[config.mk]
export PLATFORM = sky130hd
export DESIGN_NAME = spi_byte_engine_flat
export DESIGN_NICKNAME = d
export VERILOG_FILES = /design/src/rtl/spi_byte_engine_if.sv /design/src/rtl/spi_byte_engine.sv /design/src/flat_wrapper.sv
export SDC_FILE = /design/constraint.sdc
export NUM_CORES = 1
export LEC_CHECK = 0
export CORE_MARGIN = 4
export CORE_UTILIZATION = 57
export DETAILED_ROUTE_END_ITERATION = 6
export PLACE_DENSITY_LB_ADDON = 0.12
export SYNTH_ARGS = -nofsm -noshare
export SYNTH_HDL_FRONTEND = slang
export SYNTH_SLANG_ARGS = --single-unit
[constraint.sdc]
create_clock -name clk -period 3.8 [get_ports clk]
set_input_delay 1.14 -clock clk [delete_from_list [all_inputs] [get_ports clk]]
set_output_delay 1.14 -clock clk [all_outputs]
set_load 0.05 [all_outputs]
[src/rtl/spi_byte_engine_if.sv]
// Byte-level command/response bundle for spi_byte_engine.
// master drives start/tx_byte/crc_en_in/cs_req; slave returns busy/done/rx_byte.
interface spi_byte_engine_if;
    logic       start;
    logic [7:0] tx_byte;
    logic       crc_en_in;
    logic       cs_req;
    logic       busy;
    logic       done;
    logic [7:0] rx_byte;

    modport master (
        output start, tx_byte, crc_en_in, cs_req,
        input  busy, done, rx_byte
    );

    modport slave (
        input  start, tx_byte, crc_en_in, cs_req,
        output busy, done, rx_byte
    );
endinterface

[src/rtl/spi_byte_engine.sv]
// SPI mode-0 byte shifter, MSB first, spi_clk derived from clk by CLK_DIV.
// Ports: clk, reset_n, bus (byte cmd/resp), miso, spi_clk, mosi, cs_n, crc_en.
module spi_byte_engine #(
    parameter int CLK_DIV = 4
) (
    input  logic              clk,
    input  logic              reset_n,
    spi_byte_engine_if.slave  bus,
    input  logic              miso,
    output logic              spi_clk,
    output logic              mosi,
    output logic              cs_n,
    output logic              crc_en
);

    typedef enum logic [1:0] {IDLE, LOW, HIGH, DONE} state_t;

    localparam logic [7:0] DIV_LAST = 8'(CLK_DIV - 1);

    state_t     state;
    state_t     state_d;
    logic [7:0] div_cnt;
    logic [3:0] bit_cnt;
    logic [7:0] shreg;
    logic [7:0] rx_q;
    logic       mosi_q;
    logic       cs_n_q;
    logic       crc_q;
    logic       half_end;
    logic       busy_w;

    assign half_end = (div_cnt == DIV_LAST);

    always_ff @(posedge clk or negedge reset_n) begin
        if (!reset_n) state <= IDLE;
        else          state <= state_d;
    end

    always_comb begin
        state_d = state;
        unique case (state)
            IDLE: if (bus.start) state_d = LOW;
            LOW:  if (half_end)  state_d = HIGH;
            HIGH: if (half_end)
                      state_d = (bit_cnt == 4'd7) ? DONE : LOW;
            DONE: state_d = IDLE;
            default: state_d = IDLE;
        endcase
    end

    always_ff @(posedge clk or negedge reset_n) begin
        if (!reset_n) begin
            div_cnt <= '0;
            bit_cnt <= '0;
            shreg   <= '0;
            rx_q    <= '0;
            mosi_q  <= 1'b1;
            cs_n_q  <= 1'b1;
            crc_q   <= 1'b0;
        end else begin
            // Sampling in DONE lets a request changed mid-byte
            // show up on the very first IDLE cycle.
            if (state == IDLE || state == DONE)
                cs_n_q <= ~bus.cs_req;
            unique case (state)
                IDLE: begin
                    div_cnt <= '0;
                    if (bus.start) begin
                        shreg   <= bus.tx_byte;
                        crc_q   <= bus.crc_en_in;
                        bit_cnt <= '0;
                        mosi_q  <= bus.tx_byte[7];
                    end
                end
                LOW: begin
                    if (half_end) begin
                        div_cnt <= '0;
                        shreg   <= {shreg[6:0], miso};
                    end else begin
                        div_cnt <= div_cnt + 8'd1;
                    end
                end
                HIGH: begin
                    if (half_end) begin
                        div_cnt <= '0;
                        bit_cnt <= bit_cnt + 4'd1;
                        // shreg already shifted on the rising
                        // edge, so [7] is the next bit out.
                        if (bit_cnt == 4'd7) begin
                            rx_q   <= shreg;
                            mosi_q <= 1'b1;
                        end else begin
                            mosi_q <= shreg[7];
                        end
                    end else begin
                        div_cnt <= div_cnt + 8'd1;
                    end
                end
                DONE: mosi_q <= 1'b1;
                default: ;
            endcase
        end
    end

    assign busy_w      = (state == LOW) || (state == HIGH);
    assign bus.busy    = busy_w;
    assign bus.done    = (state == DONE);
    assign bus.rx_byte = rx_q;
    assign spi_clk     = (state == HIGH);
    assign mosi        = mosi_q;
    assign cs_n        = cs_n_q;
    assign crc_en      = busy_w & crc_q;

endmodule
[src/flat_wrapper.sv]
// flat-port wrapper written by rule: the top's interface ports become plain ports
module spi_byte_engine_flat 
#(
    parameter int CLK_DIV = 4
)
  (clk, reset_n, miso, spi_clk, mosi, cs_n, crc_en, bus_start, bus_tx_byte, bus_crc_en_in, bus_cs_req, bus_busy, bus_done, bus_rx_byte);
  spi_byte_engine_if bus_i ();
  input  logic clk;
  input  logic reset_n;
  input  logic miso;
  output logic spi_clk;
  output logic mosi;
  output logic cs_n;
  output logic crc_en;
  input wire logic [$bits(bus_i.start)-1:0] bus_start;
  input wire logic [$bits(bus_i.tx_byte)-1:0] bus_tx_byte;
  input wire logic [$bits(bus_i.crc_en_in)-1:0] bus_crc_en_in;
  input wire logic [$bits(bus_i.cs_req)-1:0] bus_cs_req;
  output wire logic [$bits(bus_i.busy)-1:0] bus_busy;
  output wire logic [$bits(bus_i.done)-1:0] bus_done;
  output wire logic [$bits(bus_i.rx_byte)-1:0] bus_rx_byte;
  assign bus_i.start = bus_start;
  assign bus_i.tx_byte = bus_tx_byte;
  assign bus_i.crc_en_in = bus_crc_en_in;
  assign bus_i.cs_req = bus_cs_req;
  assign bus_busy = bus_i.busy;
  assign bus_done = bus_i.done;
  assign bus_rx_byte = bus_i.rx_byte;
  spi_byte_engine #(.CLK_DIV(CLK_DIV)) u_core (.clk(clk), .reset_n(reset_n), .bus(bus_i), .miso(miso), .spi_clk(spi_clk), .mosi(mosi), .cs_n(cs_n), .crc_en(crc_en));
endmodule
==> results.ini, run 1 <==
[status]
status=complete, no violations

[critical_path]
cp-start-kind=flip-flop
endpoint_kind=output pin
worstRegToRegCells=5
critical_path_required_ns=2.66
r2r-end=u_core.state[0]$_DFFE_PN0P_
r2r_start=u_core.div_cnt[0]$_DFFE_PN0P_
criticalPathCategory=reg -> out
r2r_slack_ns=1.67
cp-startpoint=u_core.state[0]$_DFFE_PN0P_
cp_max_fo=15
crit_arrival_ns=2.32

[floorplan]
dieArea_sq_um=4077
num_rows=20
die_w_microns=63.85
die_h_microns=63.85
io_pins=28
core-area_sq_um=3028
start_util_pct=58.72

[synthesis]
synth_warnings=0
ys_types=42
synth_top_family_by_area=simple AND/OR/NAND/NOR gates
synth_fa_ha_area_share_pct=6.334
synth_mux_area_share_pct=8.586
yosysSeqAreaShare_pct=46.59
ys_async_sr_fraction_pct=100.0
synth_nets=183
synth-seq-cells=33
synth_edf_count=0
synth_compound_area_share_pct=15.34
synthDominantCellAreaShare_pct=43.63
syn_area_sq_um=1778
avgSynthCellArea_sq_um=11.11
synth_xor_area_share_pct=2.956
synthFlopType=dfrtp_1
synthCells=160
yosys.area_share.simple_pct=16.61
yosys.area.top_type=dfrtp_1
synth.area.top_cells=dfrtp_1, mux2_4, ha_1

[detailed_routing]
viasPerCell=5.525
drt-pass1-iter-count=6
drc=0
wirelength_mm=3.479
vias=1304
detail-route-antenna-nets=0
drtIter0Drc=100
drt-wirelength-per-cell_microns=14.74

[worst_hold_path]
min_delay_path_depth=1
min-delay-start=u_core.crc_q$_DFFE_PN0P_
min_to=u_core.crc_q$_DFFE_PN0P_
min_path_type=reg -> reg

[sta]
rsz0062_at_grt=no
hold_viol=0
slew_violations=0
finalSetupViolCount=0
fmax_ghz=0.2893
worst_slew_pin_slew_ns=0.6102
finalClockSkew_ns=0.008736
fin_crit_sh_pct=90.96
max_slew_margin_pct=59.14
fin_crit_ns=3.456
tns_ns=0

[finish]
diodes=0
instances_no_fill=236
final_cell_mix=dfrtp_1, clkdlybuf4s50_1, nor2_1
multiInputGateArea_sq_um=885.9
layout.nets=214
synthToLayoutAreaGrowth_pct=22.24
post_route_cells_drive_above_1_share_pct=19.79
fillCellCount=241
final_common_cell=dfrtp_1
utilization_pct=71.78
register_area_sq_um=828.3

[clocking]
cts_setup_buffers=0
cts_htree_levels=2
clk_pin_slew_ns=0.10
tritoncts=yes
cts_made_buffers=5
clk_path_buf_depth=2
cts_resized=0
clock_latency_ns=0.34
hold_buffers=0
clockRootBuffer=clkbuf_4
clkSinkCount=33

[global_route]
grt_pass1_wl_mm=6.272
antenna_found_initial=0
grt_pass1_vias=1343
track_usage_pct=20.06
overflow=0
grt_max_degree=34

[placed_design]
dp_hpwl_mm=2.531
io_buffers=27
place_congestion=0.8237
placed_cells=228

[job]
drv_cap=0

[power_and_ir_drop]
power.leakage_nw=0.9895
p_per_area_nw_per_um2=683.4
vdd_drop_max_mv=0.5994

-- final cells by class --
cell class	instances	area share (%)
well taps	44	2.533
multi-input cells	112	40.76
clock inverters	1	1.382
flip-flops and latches	33	38.11
repair buffers	28	12.78
clock buffers	7	2.533
inverters	11	1.900
-- report_power, final --
group / switching, W / leakage, nW / internal [W]
clock network: 0.000120 / 0.0455 / 0.000157
registers: 0.0000739 / 0.419 / 0.000443
logic: 0.000434 / 0.525 / 0.000257
total: 0.000628 / 0.989 / 0.000857
-- per-layer routing --
layer | wire length (microns) | GRT usage (%) | up-vias | share of wire [%]
met2 | 1658 | 31.23 | 34 | 48
met3 | 161 | 7.030 | 11 | 4.6
met4 | 90 | 8.895 | 0 | 2.6
met5 | 0 | 0 | - | 0
met1 | 1569 | 25.00 | 630 | 45
li1 | - | - | 629 | -
-- Yosys cell counts, types with 2 or more instances --
| master | number |
|---|---|
| o22ai_1 | 8 |
| a21oi_1 | 3 |
| inv_1 | 11 |
| a21oi_2 | 9 |
| o21a_1 | 3 |
| nand4b_1 | 3 |
| ha_1 | 9 |
| o21ai_0 | 4 |
| dfstp_2 | 2 |
| nor2_1 | 13 |
| o21ai_1 | 2 |
| xnor2_1 | 4 |
| nor2b_1 | 2 |
| a311o_1 | 2 |
| clkbuf_1 | 2 |
| nand2_1 | 9 |
| a211oi_1 | 2 |
| xor2_1 | 2 |
| nand3_1 | 5 |
| a31oi_1 | 2 |
| dfrtp_1 | 31 |
| nand2b_1 | 3 |
| and2_4 | 2 |
| mux2_4 | 8 |
| mux2_2 | 2 |
-- kinds of logic after synthesis --
| kind of cell | after synthesis |
|---|---|
| compound gates | 38 |
| xor+xnor | 6 |
| fa+ha+maj | 9 |
| buf+inv | 15 |
| flops | 33 |
| mux | 11 |
| simple gates | 48 |
-- flip-flops by register name (all words and copies together) (netlist names) --
register	flops
u_core.mosi	1
u_core.bus.rx_byte	8
u_core.bit_cnt	4
u_core.div_cnt	8
u_core.shreg	8
u_core.crc_q	1
u_core.state	2
u_core.cs_n	1
-- worst max-delay path, cell delays in order, from the launching register on --
cell and delay, ns:
dfrtp_1 0.42, inv_1 0.17, ha_1 0.49, clkdlybuf4s50_1 0.90
-- how the worst max path moves through the flow --
stage,end,slack [ns],cells past startpoint
2_1_floorplan,crc_en,1.02,3
3_3_place_gp,spi_clk,0.77,3
3_5_place_dp,spi_clk,0.72,3
4_1_cts,spi_clk,0.34,3
5_1_grt,spi_clk,0.19,3
6_report,spi_clk,0.34,3
-- stage by stage --
stage / area (sq um) / worst slack [ns] / power (W) / hold slack [ns]
3_3_place_gp: 2088 / 0.7673 / 0.001180 / 0.4799
6_report: 2173 / 0.3436 / 0.001485 / 0.5094
4_1_cts: 2173 / 0.3383 / 0.001492 / 0.5088
5_1_grt: 2173 / 0.1876 / 0.001598 / 0.5417
2_1_floorplan: 1778 / 1.024 / 0.001035 / 0.4712
3_5_place_dp: 2088 / 0.7196 / 0.001211 / 0.4871
Note: power is estimated with default switching activity, not from simulation.
==> run 2, diff against run 1 <==
Settings changed: CAP_MARGIN set to 20, PLACE_DENSITY set to 0.83, PLACE_DENSITY_LB_ADDON 0.12 to not set.
==> results.ini, run 2 (synthesized netlist as in run 1, its figures left out) <==
[sta]
fin_hold_ws_ns=0.5112
max_slew_margin_pct=60.13
slew_violations=0
fin_crit_sh_pct=90.69
fin_ws_ns=0.3537
finalSetupViolCount=0
worst_slew_pin_slew_ns=0.5955
hold_viol=0
fin_crit_ns=3.446
rsz0062_at_grt=no
fmax_ghz=0.2902
tns_ns=0
finalClockSkew_ns=0.005067

[worst_hold_path]
min_delay_path_depth=1
min_path_type=reg -> reg
min_to=u_core.bus.rx_byte[4]$_DFFE_PN0P_
min-delay-start=u_core.bus.rx_byte[4]$_DFFE_PN0P_

[critical_path]
r2r-end=u_core.mosi$_DFFE_PN1P_
worstRegToRegCells=5
endpoint_kind=output pin
crit_arrival_ns=2.31
critical_path_required_ns=2.66
cp-start-kind=flip-flop
criticalPathCategory=reg -> out
r2r_slack_ns=1.78
r2r_start=u_core.div_cnt[0]$_DFFE_PN0P_
cp_max_fo=15

[floorplan]
num_rows=20
io_pins=28
dieArea_sq_um=4077
start_util_pct=58.72
die_w_microns=63.85
die_h_microns=63.85
core-area_sq_um=3028

[placed_design]
placed_area_sq_um=2088
io_buffers=27
dp_worst_setup_slack_ns=0.7235
dp_hpwl_mm=2.534
place_congestion=0.8215

[job]
drv_cap=0

[global_route]
grt_pass1_vias=1243
grt_max_degree=34
overflow=0
antenna_found_initial=0
track_usage_pct=18.09
grt_pass1_wl_mm=5.685

[detailed_routing]
vias=1259
viasPerCell=5.357
drc=0
detail-route-antenna-nets=0
wirelength_mm=3.325
drtIter0Drc=48
drt-wirelength-per-cell_microns=14.15
drt-pass1-iter-count=6

[status]
status=complete, no violations

[power_and_ir_drop]
power.leakage_nw=0.9753
p_per_area_nw_per_um2=646.7
vdd_drop_max_mv=0.4279

[clocking]
clk_path_buf_depth=2
cts_setup_buffers=0
clock_latency_ns=0.33
clockRootBuffer=clkbuf_4
cts_htree_levels=2
cts_resized=0
clk_pin_slew_ns=0.09
cts_made_buffers=5
hold_buffers=0
tritoncts=yes
clkSinkCount=33

[finish]
synthToLayoutAreaGrowth_pct=20.55
layout.nets=214
finalInstanceArea_sq_um=2143
diodes=0
post_route_cells_drive_above_1_share_pct=19.37
final_cell_mix=dfrtp_1, clkdlybuf4s50_1, nor2_1
final_common_cell=dfrtp_1
utilization_pct=70.79

-- run 2: changes by cell type in the layout (fill, tap and decap cells not counted), sizes merged --
cell	change
bufinv	-1
-- run 2: critical path, stage by stage, from the launching register on --
cell and delay, ns:
dfrtp_1 0.42, inv_1 0.16, ha_1 0.49, clkdlybuf4s50_1 0.90
-- run 2: final cells by class --
cell class | count | area [sq um]
clock buffer | 7 | 55.05
fill | 220 | 884.6
inverter | 11 | 41.29
multi-input combinational | 112 | 885.9
sequential | 33 | 828.3
tap | 44 | 55.05
timing repair buffer | 28 | 277.8
-- run 2: worst max path at each step --
stage | from | endpoint | slack [ns] | cells past startpoint
after global placement | u_core.state[0]$_DFFE_PN0P_ | spi_clk | 0.79 | 3
after floorplan | u_core.state[1]$_DFFE_PN0P_ | crc_en | 1.02 | 3
after CTS | u_core.state[0]$_DFFE_PN0P_ | spi_clk | 0.34 | 3
after global routing | u_core.state[0]$_DFFE_PN0P_ | spi_clk | 0.22 | 3
after detailed placement | u_core.state[0]$_DFFE_PN0P_ | spi_clk | 0.72 | 3
final | u_core.state[0]$_DFFE_PN0P_ | spi_clk | 0.35 | 3
-- run 2: metal layers --
layer	global-route usage, %	up-vias	share of wire (%)
li1	-	630	-
met4	8.086	0	1.9
met5	0	-	0
met1	21.66	602	44
met3	5.097	5	4.2
met2	30.06	22	50
-- run 2: where the power goes --
part / internal (W) / switching (W) / total [W]
clock: 0.0000872 / 0.000107 / 0.000194
sequential: 0.000443 / 0.0000741 / 0.000517
combinational: 0.000255 / 0.000420 / 0.000675
total: 0.000786 / 0.000601 / 0.00139
-- run 2: metrics by stage --
stage / instances / power [W]
finish: 235 / 0.001386
global route: 235 / 0.001489
floorplan: 160 / 0.001035
CTS: 235 / 0.001401
global placement: 228 / 0.001176
detailed placement: 228 / 0.001208
==> run 3, diff against run 2 <==
Settings changed: SLEW_MARGIN set to 20.
==> results of run 3 <==
The final DEF is identical to that of run 2; final timing and power are the same.
